### src/rtl/btn_debounce_multi.sv
// rtl/btn_debounce_multi.sv - N-channel button conditioner: sync, debounce, edge, long-press, auto-repeat
module btn_debounce_multi #(
    parameter int N_CH       = 5,
    parameter int CLK_DIV    = 100000,
    parameter int STABLE_CNT = 8,
    parameter int LONG_CNT   = 1000,
    parameter int REPEAT_CNT = 200
) (
    input  logic            clk,
    input  logic            reset,
    input  logic [N_CH-1:0] btn_in,
    output logic [N_CH-1:0] btn_level,
    output logic [N_CH-1:0] btn_rise,
    output logic [N_CH-1:0] btn_fall,
    output logic [N_CH-1:0] btn_long,
    output logic [N_CH-1:0] btn_repeat
);

    localparam int DIV_W    = $clog2(CLK_DIV);
    localparam int DB_W     = $clog2(STABLE_CNT + 1);
    localparam int HOLD_MAX = (LONG_CNT > REPEAT_CNT) ? LONG_CNT : REPEAT_CNT;
    localparam int HOLD_W   = $clog2(HOLD_MAX + 1);

    localparam logic [DIV_W-1:0]  DIV_LAST  = DIV_W'(CLK_DIV - 1);
    localparam logic [DB_W-1:0]   DB_LAST   = DB_W'(STABLE_CNT - 1);
    localparam logic [HOLD_W-1:0] HOLD_LONG = HOLD_W'(LONG_CNT);
    localparam logic [HOLD_W-1:0] HOLD_REP  = HOLD_W'(REPEAT_CNT);

    logic [DIV_W-1:0]  div_q, div_d;
    logic              tick;

    logic [N_CH-1:0]   s1_q, s2_q;
    logic [N_CH-1:0]   state_q, state_d;
    logic [N_CH-1:0]   long_q, long_d;
    logic [N_CH-1:0]   rise_q, rise_d;
    logic [N_CH-1:0]   fall_q, fall_d;
    logic [N_CH-1:0]   lpulse_q, lpulse_d;
    logic [N_CH-1:0]   rpulse_q, rpulse_d;
    logic [DB_W-1:0]   db_cnt_q [N_CH];
    logic [DB_W-1:0]   db_cnt_d [N_CH];
    logic [HOLD_W-1:0] hold_q   [N_CH];
    logic [HOLD_W-1:0] hold_d   [N_CH];

    always_comb begin
        tick  = (div_q == DIV_LAST);
        div_d = tick ? '0 : div_q + 1'b1;
    end

    always_comb begin
        logic [HOLD_W-1:0] hold_nx;
        hold_nx  = '0;
        state_d  = state_q;
        long_d   = long_q;
        rise_d   = '0;
        fall_d   = '0;
        lpulse_d = '0;
        rpulse_d = '0;
        for (int c = 0; c < N_CH; c++) begin
            db_cnt_d[c] = db_cnt_q[c];
            hold_d[c]   = hold_q[c];
            hold_nx     = hold_q[c] + 1'b1;
            if (tick) begin
                // any tick agreeing with the current state restarts the count
                if (s2_q[c] == state_q[c]) begin
                    db_cnt_d[c] = '0;
                end else if (db_cnt_q[c] == DB_LAST) begin
                    state_d[c]  = s2_q[c];
                    db_cnt_d[c] = '0;
                end else begin
                    db_cnt_d[c] = db_cnt_q[c] + 1'b1;
                end

                if (state_d[c] != state_q[c]) begin
                    rise_d[c] = state_d[c];
                    fall_d[c] = ~state_d[c];
                    hold_d[c] = '0;
                    long_d[c] = 1'b0;
                end else if (state_q[c]) begin
                    if (!long_q[c]) begin
                        if (hold_nx == HOLD_LONG) begin
                            lpulse_d[c] = 1'b1;
                            long_d[c]   = 1'b1;
                            hold_d[c]   = '0;
                        end else begin
                            hold_d[c] = hold_nx;
                        end
                    end else if (REPEAT_CNT != 0) begin
                        if (hold_nx == HOLD_REP) begin
                            rpulse_d[c] = 1'b1;
                            hold_d[c]   = '0;
                        end else begin
                            hold_d[c] = hold_nx;
                        end
                    end
                    // with repeat disabled the counter is frozen after the long press
                end else begin
                    hold_d[c] = '0;
                    long_d[c] = 1'b0;
                end
            end
        end
    end

    always_ff @(posedge clk or posedge reset) begin
        if (reset) begin
            div_q    <= '0;
            s1_q     <= '0;
            s2_q     <= '0;
            state_q  <= '0;
            long_q   <= '0;
            rise_q   <= '0;
            fall_q   <= '0;
            lpulse_q <= '0;
            rpulse_q <= '0;
            for (int c = 0; c < N_CH; c++) begin
                db_cnt_q[c] <= '0;
                hold_q[c]   <= '0;
            end
        end else begin
            div_q    <= div_d;
            s1_q     <= btn_in;
            s2_q     <= s1_q;
            state_q  <= state_d;
            long_q   <= long_d;
            rise_q   <= rise_d;
            fall_q   <= fall_d;
            lpulse_q <= lpulse_d;
            rpulse_q <= rpulse_d;
            for (int c = 0; c < N_CH; c++) begin
                db_cnt_q[c] <= db_cnt_d[c];
                hold_q[c]   <= hold_d[c];
            end
        end
    end

    assign btn_level  = state_q;
    assign btn_rise   = rise_q;
    assign btn_fall   = fall_q;
    assign btn_long   = lpulse_q;
    assign btn_repeat = rpulse_q;

endmodule
### config.mk
export PLATFORM = sky130hd
export DESIGN_NAME = btn_debounce_multi
export DESIGN_NICKNAME = d
export VERILOG_FILES = /design/src/rtl/btn_debounce_multi.sv
export SDC_FILE = /design/constraint.sdc
export NUM_CORES = 1
export LEC_CHECK = 0
export CORE_MARGIN = 3
export CORE_UTILIZATION = 45
export CTS_BUF_LIST = sky130_fd_sc_hd__clkbuf_2
export DETAILED_ROUTE_END_ITERATION = 6
export HOLD_SLACK_MARGIN = 0.06
export MAX_ROUTING_LAYER = met4
export PLACE_DENSITY = 0.61
export REMOVE_ABC_BUFFERS = 1
export SYNTH_ARGS = -nofsm -noshare
export SYNTH_HDL_FRONTEND = slang
export SYNTH_SLANG_ARGS = --single-unit
### constraint.sdc
create_clock -name clk -period 11.7 [get_ports clk]
set_input_delay 2.34 -clock clk [delete_from_list [all_inputs] [get_ports clk]]
set_output_delay 2.34 -clock clk [all_outputs]
set_load 0.02 [all_outputs]
# Yosys cells after proc, flatten, opt, wreduce, memory -nomap -nowiden
# Cells that the tools add are included.
# totals
reg_bits,127
output_inout_bits,25
wordCells,197
# op_classes
n_addsub,11
n_eq_ne,26
n_mux,136
bitwise,5
# op_table
cell,count
10-bit 2-to-1 mux,25
1-bit 2-to-1 mux,100
"10-bit by 1-bit adder with 10-bit output, second input constant",5
"10-bit equality test, second input constant",5
"10-bit by 8-bit equality test with 1-bit output, second input constant",5
4-bit 2-to-1 mux,10
"4-bit by 1-bit adder with 4-bit output, second input constant",5
"4-bit by 3-bit equality test with 1-bit output, second input constant",5
"17-bit by 1-bit adder with 17-bit output, second input constant",1
"17-bit equality test, second input constant",1
17-bit 2-to-1 mux,1
1-bit equality test,5
1-bit inequality test,5
1-bit NOT,5

# Logic depth before layout (Yosys ltp)
# Gate-level depths: netlist of run 1.
# depth
word_depth,7
mapped_depth,12
depth_no_buf,12

# Worst setup path after synthesis of run 1
# Ideal clock, no wire load.
# synth_path
kind,flip-flop to output port
start,"register state_q[0], in the netlist btn_level[0]"
end,output port btn_level[0]
t_arrival_ns,0.525
required_time_ns,9.360
setup_slack_ns,8.835
stages_incl_launch_ff,1
cell_sequence,dfrtp_1
# synth_lines
element,line_no,source
from (decl),33,"logic [N_CH-1:0] state_q, state_d;"
from (signal assigned),123,state_q <= state_d;
to (decl),12,"output logic [N_CH-1:0] btn_level,"
# No word-level cell between the ends.

# Worst setup path in the final report of run 1
# layout_path
start,"register state_q[3], in the netlist btn_level[3]"
end,output port btn_level[3]
# No word-level cell between the ends.

==> results of run 1 <==
-- cells by family after synthesis --
| family | share of synthesized area, % |
|---|---|
| AO/OA/AOI/OAI | 13.5 |
| XOR/XNOR | 4.79 |
| adder cells (fa/ha/maj) | 3.99 |
| buffers and inverters | 2.51 |
| flip-flops | 48.3 |
| multiplexers | 2.66 |
| AND/OR/NAND/NOR | 24.2 |
-- worst min path at each step --
stage                        endpoint  depth (start not counted)
finish              s2_q[1]$_DFF_PP0_                          0
floorplan           s2_q[0]$_DFF_PP0_                          0
global placement    s2_q[1]$_DFF_PP0_                          0
global route        s2_q[1]$_DFF_PP0_                          0
detailed placement  s2_q[1]$_DFF_PP0_                          0
CTS                 s2_q[1]$_DFF_PP0_                          0
-- power by group --
group,internal [mW],leakage (nW),total [mW],switching (mW)
Clock,0.0708,0.117,0.224,0.153
Sequential,0.441,1.74,0.442,0.00114
Combinational,0.00312,1.26,0.0131,0.00998
-- Yosys cell counts (all sizes together), types with 7 or more instances --
master,count
and3,12
nand4,9
xor2,15
inv,22
mux2i,13
dfrtp,127
or4,7
a21oi,23
nand2,95
nor2,40
o31ai,10
o21ai,60
clkbuf,15
and2,19
xnor2,21
ha,21
nor3,23
or3,12
nand3b,12
nand3,53
-- layout by cell type (no fill, tap or decap), drive strengths merged, types with 4 or more instances in the layout --
master	count
buf	4
inv	22
nand3	53
a21oi	23
or3	12
mux2	4
clkbuf	19
nor3b	6
nand2b	6
and2	19
o211ai	6
mux2i	13
clkdlybuf4s50	31
o31ai	10
clkinv	9
and4	5
nor3	23
o21a	5
ha	21
nand3b	12
a21o	6
a22o	5
nand4	9
and3	12
o21ai	60
xnor2	21
or4	7
nor4	6
nand2	95
xor2	15
dfrtp	127
nor2	40
-- worst register-to-register path, stage by stage (launching register included) --
cell and delay, ps:
dfrtp_1 420, ha_1 220, and4_1 250, and2_0 280
nand4_1 590, buf_4 580, nor2_1 400, nand2b_1 190
o21ai_0 200
-- state kept, by name (all words and copies together), names as in the netlist --
register and cells:
div_q 17, btn_long 5, db_cnt_q 20, s1_q 5, btn_repeat 5, long_q 5, s2_q 5, btn_rise 5
btn_fall 5, btn_level 5, hold_q 50
-- cell type report --
cell class                      count  share of cell area, %
Tap cell                          180                   3.11
Multi-Input combinational cell    527                   44.7
Inverter                           22                   1.18
Clock buffer                       19                   1.31
Clock inverter                     11                   1.05
Timing Repair Buffer               35                   4.70
Sequential cell                   127                   43.9
-- metrics by stage --
| stage | utilization, % | hold slack, ps | total power, mW | instance area [sq um] |
|---|---|---|---|---|
| 6_report | 51.4 | 369 | 0.679 | 7240 |
| 5_1_grt | 51.4 | 379 | 0.713 | 7240 |
| 3_5_place_dp | 50.1 | 336 | 0.464 | 7070 |
| 3_3_place_gp | 50.1 | 332 | 0.464 | 7070 |
| 2_1_floorplan | - | 331 | 0.458 | 6490 |
| 4_1_cts | 51.4 | 372 | 0.692 | 7240 |
-- metal layers --
metal	track usage (%)	routed length, um	up-vias	share of wire [%]
li1	-	-	2556	-
met1	24.1	6600	2520	48
met2	27.9	6400	116	47
met3	4.00	573	19	4.2
met4	6.56	180	0	1.3
met5	-	0	-	0
==> reports/results.txt, run 1 <==
Run status = completed
Crit-path cells = clkdlybuf4s50_1
YS warnings = 0
Worst Path Buf+Inv = 1
Number of antenna violations at the first check in global routing = 0
Worst Tran Pin Value = 1000 ps
DR vias = 5,211
Total CTS buffers = 17
Multi-input gate area = 0.00324 sq mm
Synth async-reset ratio = 100%
Hold Fails Final Rpt = 0
CTS Buffer Depth = 2
Hold-fix buffers, CTS = 0
Vias in the first global route = 4,984
Avg Vias per Cell = 5.66
Leakage Power = 3.11 nW
Clock Sinks = 127
Final Skew = 24.6 ps
Final-layout fill cell count = 1,313
Peak VDD IR = 0.0000624 V
Synth area leaders = dfrtp_1, nand2_1, o21ai_0
Main synth FF type = dfrtp_1
Detailed Routing Iterations Pass 1 = 5
FMAX = 0.228 GHz
Antenna cells = 0
PortBufs = 31
TritonCTS clock tree = built
Reported max-cap violation count = 0
Synthesized cell area = 0.00658 sq mm
Wire per inst = 14.9 um
Reg clk slew, reported paths = 160 ps
Final worst setup slack = 7320 ps
CP max stage cell = clkdlybuf4s50_1
Layout cells sized above 1 = 6.34%
R2R depth = 8
TNS Setup = 0 ps
Final #Nets = 758
Launch point of the worst hold path = s1_q[1]$_DFF_PP0_
Core footprint = 0.0141 sq mm
Crit path to = btn_level[3]
Synth area leader = dfrtp_1
Layout area overhead = 10.1%
Post-Layout Cell Count = 921
Levels on crit path = 1
Drt drc = 0
EDFF count, synth = 0
Crit Path Class = reg -> out
Crit. End Element = output port
Die Ht = 127 um
Setup crit start kind = register
Clock Latency Late Sink = 700 ps
Effective utilization at floorplan = 46.7%
DPL Wire Length = 8.99 mm
Crit-path leading delay family = buffers and inverters
Pre-CTS setup slack = 7360 ps
R2R setup slack = 8520 ps
H-tree depth = 4
I/O pin count = 32
Required @ worst endpoint = 9360 ps
Placer Congestion = 0.872
Final Routed Wirelength = 13.8 mm
GRT overflow = 0
Row Count = 43
Die W = 127 um
Worst flop-to-flop path endpoint = hold_q[6]$_DFFE_PP0P_
Final ANT Viol Nets = 0
Worst r2r src = div_q[0]$_DFF_PP0_
Die area = 0.0161 sq mm
Slew Limit Headroom = 33.3%
Register area share after synthesis = 48.3%
Worst Setup SP = btn_level[3]$_DFFE_PP0P_
Synth top area share = 48.3%
First-pass GRT wire length = 23.5 mm
Gr usage total = 18.3%
Post-cts resize count = 0
Post-synthesis cell type count = 58
Synthesis-stage register bit count = 127
HP Class = reg -> reg
DRT iter0 DRCs = 541
Cells after Synth = 697
Largest net degree at the start of global routing = 84
Final min period = 4380 ps
Placed insts = 891
Register area = 0.00318 sq mm
WP data arrival = 2040 ps
# Post-CTS Setup Buffers = 0
Avg Cell Area, Syn = 9.44 sq um
RSZ-0062 raised after global routing = no
Setup violation total in the final timing report = 0
Clock root buffer = clkbuf_2
Final worst-path cycle share = 37.5%
Pwr Density = 93.8 mW/mm^2
Max incr delay on CP = 690 ps
Max-slew violation count = 0
Worst-path maximum fanout = 13
No activity file was read; power rests on OpenSTA's default activity.
==> inputs of run 2 (changes only) <==
- PLACE_DENSITY: 0.61 -> 0.64
- clock period: 11.7 -> 3.8 ns (I/O delays scaled with it)
==> reports/results.txt, run 2 (synthesized netlist as in run 1, its figures left out) <==
Run status = completed
Placer Congestion = 0.902
CTS Buffer Depth = 2
Final worst-path cycle share = 74.8%
Antenna cells = 0
Final ANT Viol Nets = 0
Reg with most FFs = hold_q
Clock root buffer = clkbuf_2
Max incr delay on CP = 690 ps
CP max stage cell = clkdlybuf4s50_1
Peak VDD IR = 0.000200 V
Largest register FFs = 50
Biggest regs = hold_q: 50 flops, db_cnt_q: 20 flops, div_q: 17 flops
Final min period = 2840 ps
Drt drc = 0
Final Skew = 36.5 ps
Die Ht = 127 um
RSZ-0062 raised after global routing = no
Vias in the first global route = 4,986
Avg Vias per Cell = 5.57
Gr usage total = 18.2%
Core footprint = 0.0141 sq mm
Slew Limit Headroom = 60.4%
Leakage Power = 3.17 nW
# Post-CTS Setup Buffers = 0
Setup crit start kind = register
Worst Tran Pin Value = 589 ps
Clock Sinks = 127
Most frequent cells in the layout = dfrtp_1, nand2_1, o21ai_0
Crit Path Class = reg -> out
Reg clk slew, reported paths = 210 ps
Worst-path maximum fanout = 13
Number of antenna violations at the first check in global routing = 0
Final Routed Wirelength = 13.5 mm
Clock Latency Late Sink = 730 ps
First-pass GRT wire length = 23.2 mm
Tot Pwr = 2.37 mW
Post-cts resize count = 0
TritonCTS clock tree = built
Pwr Density = 321 mW/mm^2
Most common cell after layout, fill and taps aside = dfrtp_1
DPL Wire Length = 9.22 mm
Reported max-cap violation count = 0
Worst Hold Margin = 368 ps
Largest net degree at the start of global routing = 51
Max-slew violation count = 0
I/O pin count = 32
Crit-path leading delay family = buffers and inverters
Wire per inst = 14.6 um
DRT iter0 DRCs = 338
Hold Fails Final Rpt = 0
Required @ worst endpoint = 3040 ps
Worst Path Buf+Inv = 1
Row Count = 43
Crit. End Element = output port
Effective utilization at floorplan = 46.7%
FMAX = 0.352 GHz
Die area = 0.0161 sq mm
DR vias = 5,167
Detailed Routing Iterations Pass 1 = 5
H-tree depth = 4
Layout cells sized above 1 = 7.63%
Crit-path cells = clkdlybuf4s50_1
GRT overflow = 0
HP Class = in -> async
Hold-fix buffers, CTS = 0
Setup violation total in the final timing report = 0
Final #Nets = 762
Total CTS buffers = 17
PortBufs = 31
Layout area overhead = 12.3%
Placed cell area = 0.00711 sq mm
Die W = 127 um
WP data arrival = 2080 ps
Final instance area = 0.00739 sq mm
run 2: power by group:
part           leakage, nW  total [mW]  internal [mW]  switching [mW]
registers             1.74        1.36           1.36         0.00366
clock network        0.150       0.964          0.428           0.536
logic                 1.28      0.0441         0.0124          0.0316
total                 3.17        2.37           1.80           0.571
run 2: layout make-up:
class	count	area, sq um
clock inverters	15	194
fillers	1288	6710
well taps	180	225
flip-flops and latches	127	3180
multi-input cells	527	3240
inverters	22	85.1
clock buffers	17	85.1
repair buffers	39	383
run 2: stage by stage:
stage | instances | setup TNS [ps] | util, % | setup WS (ps)
6_report | 927 | 0 | 52.4 | 959
3_3_place_gp | 895 | 0 | 50.4 | 1220
4_1_cts | 927 | 0 | 52.4 | 889
5_1_grt | 927 | 0 | 52.4 | 829
3_5_place_dp | 895 | 0 | 50.4 | 1200
2_1_floorplan | 676 | -43780 | - | -344
run 2: worst register-to-register path, delay by kind of cell, from the launching register on:
| family | cells | cell delay, ps |
|---|---|---|
| AOI/OAI and AO/OA | 5 | 1420 |
| DFF | 1 | 480 |
| and+or+nand+nor | 2 | 330 |
| adders and majority gates | 1 | 280 |
run 2: worst paths after layout:
kind	to	slack, ps	startpoint	cells after the start
max	btn_level[3]	960	btn_level[3]$_DFFE_PP0P_	1
min	hold_q[37]$_DFFE_PP0P_	370	reset	2
max reg2reg	hold_q[46]$_DFFE_PP0P_	1180	hold_q[40]$_DFFE_PP0P_	8
min reg2reg	s2_q[1]$_DFF_PP0_	370	s1_q[1]$_DFF_PP0_	0
max in group asynchronous	btn_fall[3]$_DFF_PP0_	2720	reset	3
min in group clk	s2_q[1]$_DFF_PP0_	370	s1_q[1]$_DFF_PP0_	0
run 2: layer usage:
| layer | share of wire [%] | routed length (um) | track usage, % | vias to the layer above |
|---|---|---|---|---|
| met5 | 0 | 0 | - | - |
| met4 | 1.7 | 228 | 7.51 | 0 |
| met3 | 3.8 | 517 | 3.58 | 19 |
| met2 | 48 | 6510 | 28.8 | 117 |
| met1 | 46 | 6240 | 23.0 | 2455 |
| li1 | - | - | - | 2576 |
==> inputs of run 3 (changes only) <==
- PLACE_DENSITY: 0.64 -> 0.61
- clock period: 3.8 -> 2.8 ns (I/O delays scaled with it)
==> reports/results.txt, run 3 (synthesized netlist as in run 1, its figures left out) <==
Reg clk slew, reported paths = 170 ps
Number of antenna violations at the first check in global routing = 0
PortBufs = 31
Setup crit start kind = register
Final #Nets = 768
Most frequent cells in the layout = dfrtp_1, nand2_1, o21ai_0
Final-layout fill cell count = 1,332
Final instance area = 0.00736 sq mm
Placed cell area = 0.00716 sq mm
Detailed Routing Iterations Pass 1 = 4
RSZ-0062 raised after global routing = no
CTS Buffer Depth = 2
Clock Sinks = 127
Largest register FFs = 50
Reported max-cap violation count = 0
DPL Wire Length = 9.21 mm
Final ANT Viol Nets = 0
Worst Hold Margin = 279 ps
H-tree depth = 4
Crit Path Class = reg -> reg
Vias in the first global route = 5,096
Max incr delay on CP = 500 ps
Max-slew violation count = 0
Biggest regs = hold_q: 50 flops, db_cnt_q: 20 flops, div_q: 17 flops
Core footprint = 0.0141 sq mm
Most common cell after layout, fill and taps aside = dfrtp_1
Clock Latency Late Sink = 710 ps
Total CTS buffers = 17
I/O pin count = 32
CP max stage cell = or4_1
Die W = 127 um
HP Class = in -> reg
FMAX = 0.382 GHz
Placed insts = 900
Post-cts resize count = 0
Die area = 0.0161 sq mm
Final Skew = 39.8 ps
Die Ht = 127 um
First-pass GRT wire length = 23.6 mm
Antenna cells = 0
Run status = completed
Wire per inst = 14.8 um
Final worst-path cycle share = 93.5%
Pwr Density = 400 mW/mm^2
Required @ worst endpoint = 3400 ps
Placer Congestion = 0.832
Leakage Power = 3.18 nW
DRT iter0 DRCs = 331
Gr usage total = 18.6%
Row Count = 43
Avg Vias per Cell = 5.57
Largest net degree at the start of global routing = 128
Tot Pwr = 2.95 mW
Effective utilization at floorplan = 46.7%
Worst Tran Pin Value = 729 ps
Worst-path maximum fanout = 6
Clock root buffer = clkbuf_2
Final min period = 2620 ps
TritonCTS clock tree = built
Post-Layout Cell Count = 930
Layout cells sized above 1 = 7.73%
TNS Setup = 0 ps
Reg with most FFs = hold_q
Hold Fails Final Rpt = 0
Layout area overhead = 12.0%
DR vias = 5,183
Peak VDD IR = 0.000341 V
Crit-path cells = ha_1 > nand3_4 > or4_1 > and2_4 > o311a_1 > a32oi_2 > nor2_2 > mux2_2
WP data arrival = 3220 ps
Crit. End Element = register
Setup violation total in the final timing report = 0
Drt drc = 0
Final Routed Wirelength = 13.8 mm
GRT overflow = 0
Slew Limit Headroom = 51.4%
run 3: cell count changes in the layout (fill, tap and decap cells not counted), moves of 2 or more:
cell        change
clkinvlp_4      -3
bufinv_16       -2
buf_4           +5
clkbuf_2        +3
clkinv_1        +2
run 3: what timing repair did:
item | in CTS | in global routing
setup buffers | 0 | 1
setup endpoints to repair | 0 | 5
hold buffers | 0 | 0
run 3: path summary, 6_finish.rpt:
check / startpoint / slack (ps) / endpoint / depth (start not counted)
max reg2reg: hold_q[10]$_DFFE_PP0P_ / 180 / hold_q[10]$_DFFE_PP0P_ / 8
max in group asynchronous: reset / 1890 / btn_level[3]$_DFFE_PP0P_ / 3
min in group asynchronous: reset / 320 / hold_q[46]$_DFFE_PP0P_ / 3
max: hold_q[10]$_DFFE_PP0P_ / 180 / hold_q[10]$_DFFE_PP0P_ / 8
min: btn_in[1] / 280 / s1_q[1]$_DFF_PP0_ / 1
min reg2reg: s1_q[1]$_DFF_PP0_ / 370 / s2_q[1]$_DFF_PP0_ / 0
run 3: metal layers:
metal	up-vias	global-route usage [%]	routed length [um]
met5	-	-	0
met4	0	5.55	176
met3	16	4.76	479
met2	87	29.8	6550
met1	2503	23.3	6550
li1	2577	-	-
run 3: layout make-up:
cell class	count	area, sq um	area share (%)
multi-input combinational	527	3240	44.0
sequential	127	3180	43.2
timing repair buffer	45	440	5.98
tap	180	225	3.06
clock buffer	20	100	1.36
inverter	22	85.1	1.16
clock inverter	9	96.3	1.31
run 3: critical path, delay by kind of cell (launching register included):
family	cells	cell delay, ps
adders and majority gates	1	290
AOI/OAI and AO/OA	2	620
muxes	1	280
and+or+nand+nor	4	910
DFF	1	420
run 3: per-stage QoR:
| stage | util (%) | setup slack, ps |
|---|---|---|
| floorplan | - | -1140 |
| global placement | 50.8 | 295 |
| detailed placement | 50.8 | 174 |
| CTS | 52.2 | 88.4 |
| global route | 52.2 | 29.2 |
| finish | 52.2 | 181 |
run 3: power breakdown:
| part | switching (mW) | internal [mW] | leakage, nW |
|---|---|---|---|
| clock | 0.651 | 0.393 | 0.124 |
| combinational | 0.0419 | 0.0151 | 1.32 |
| sequential | 0.00492 | 1.84 | 1.74 |
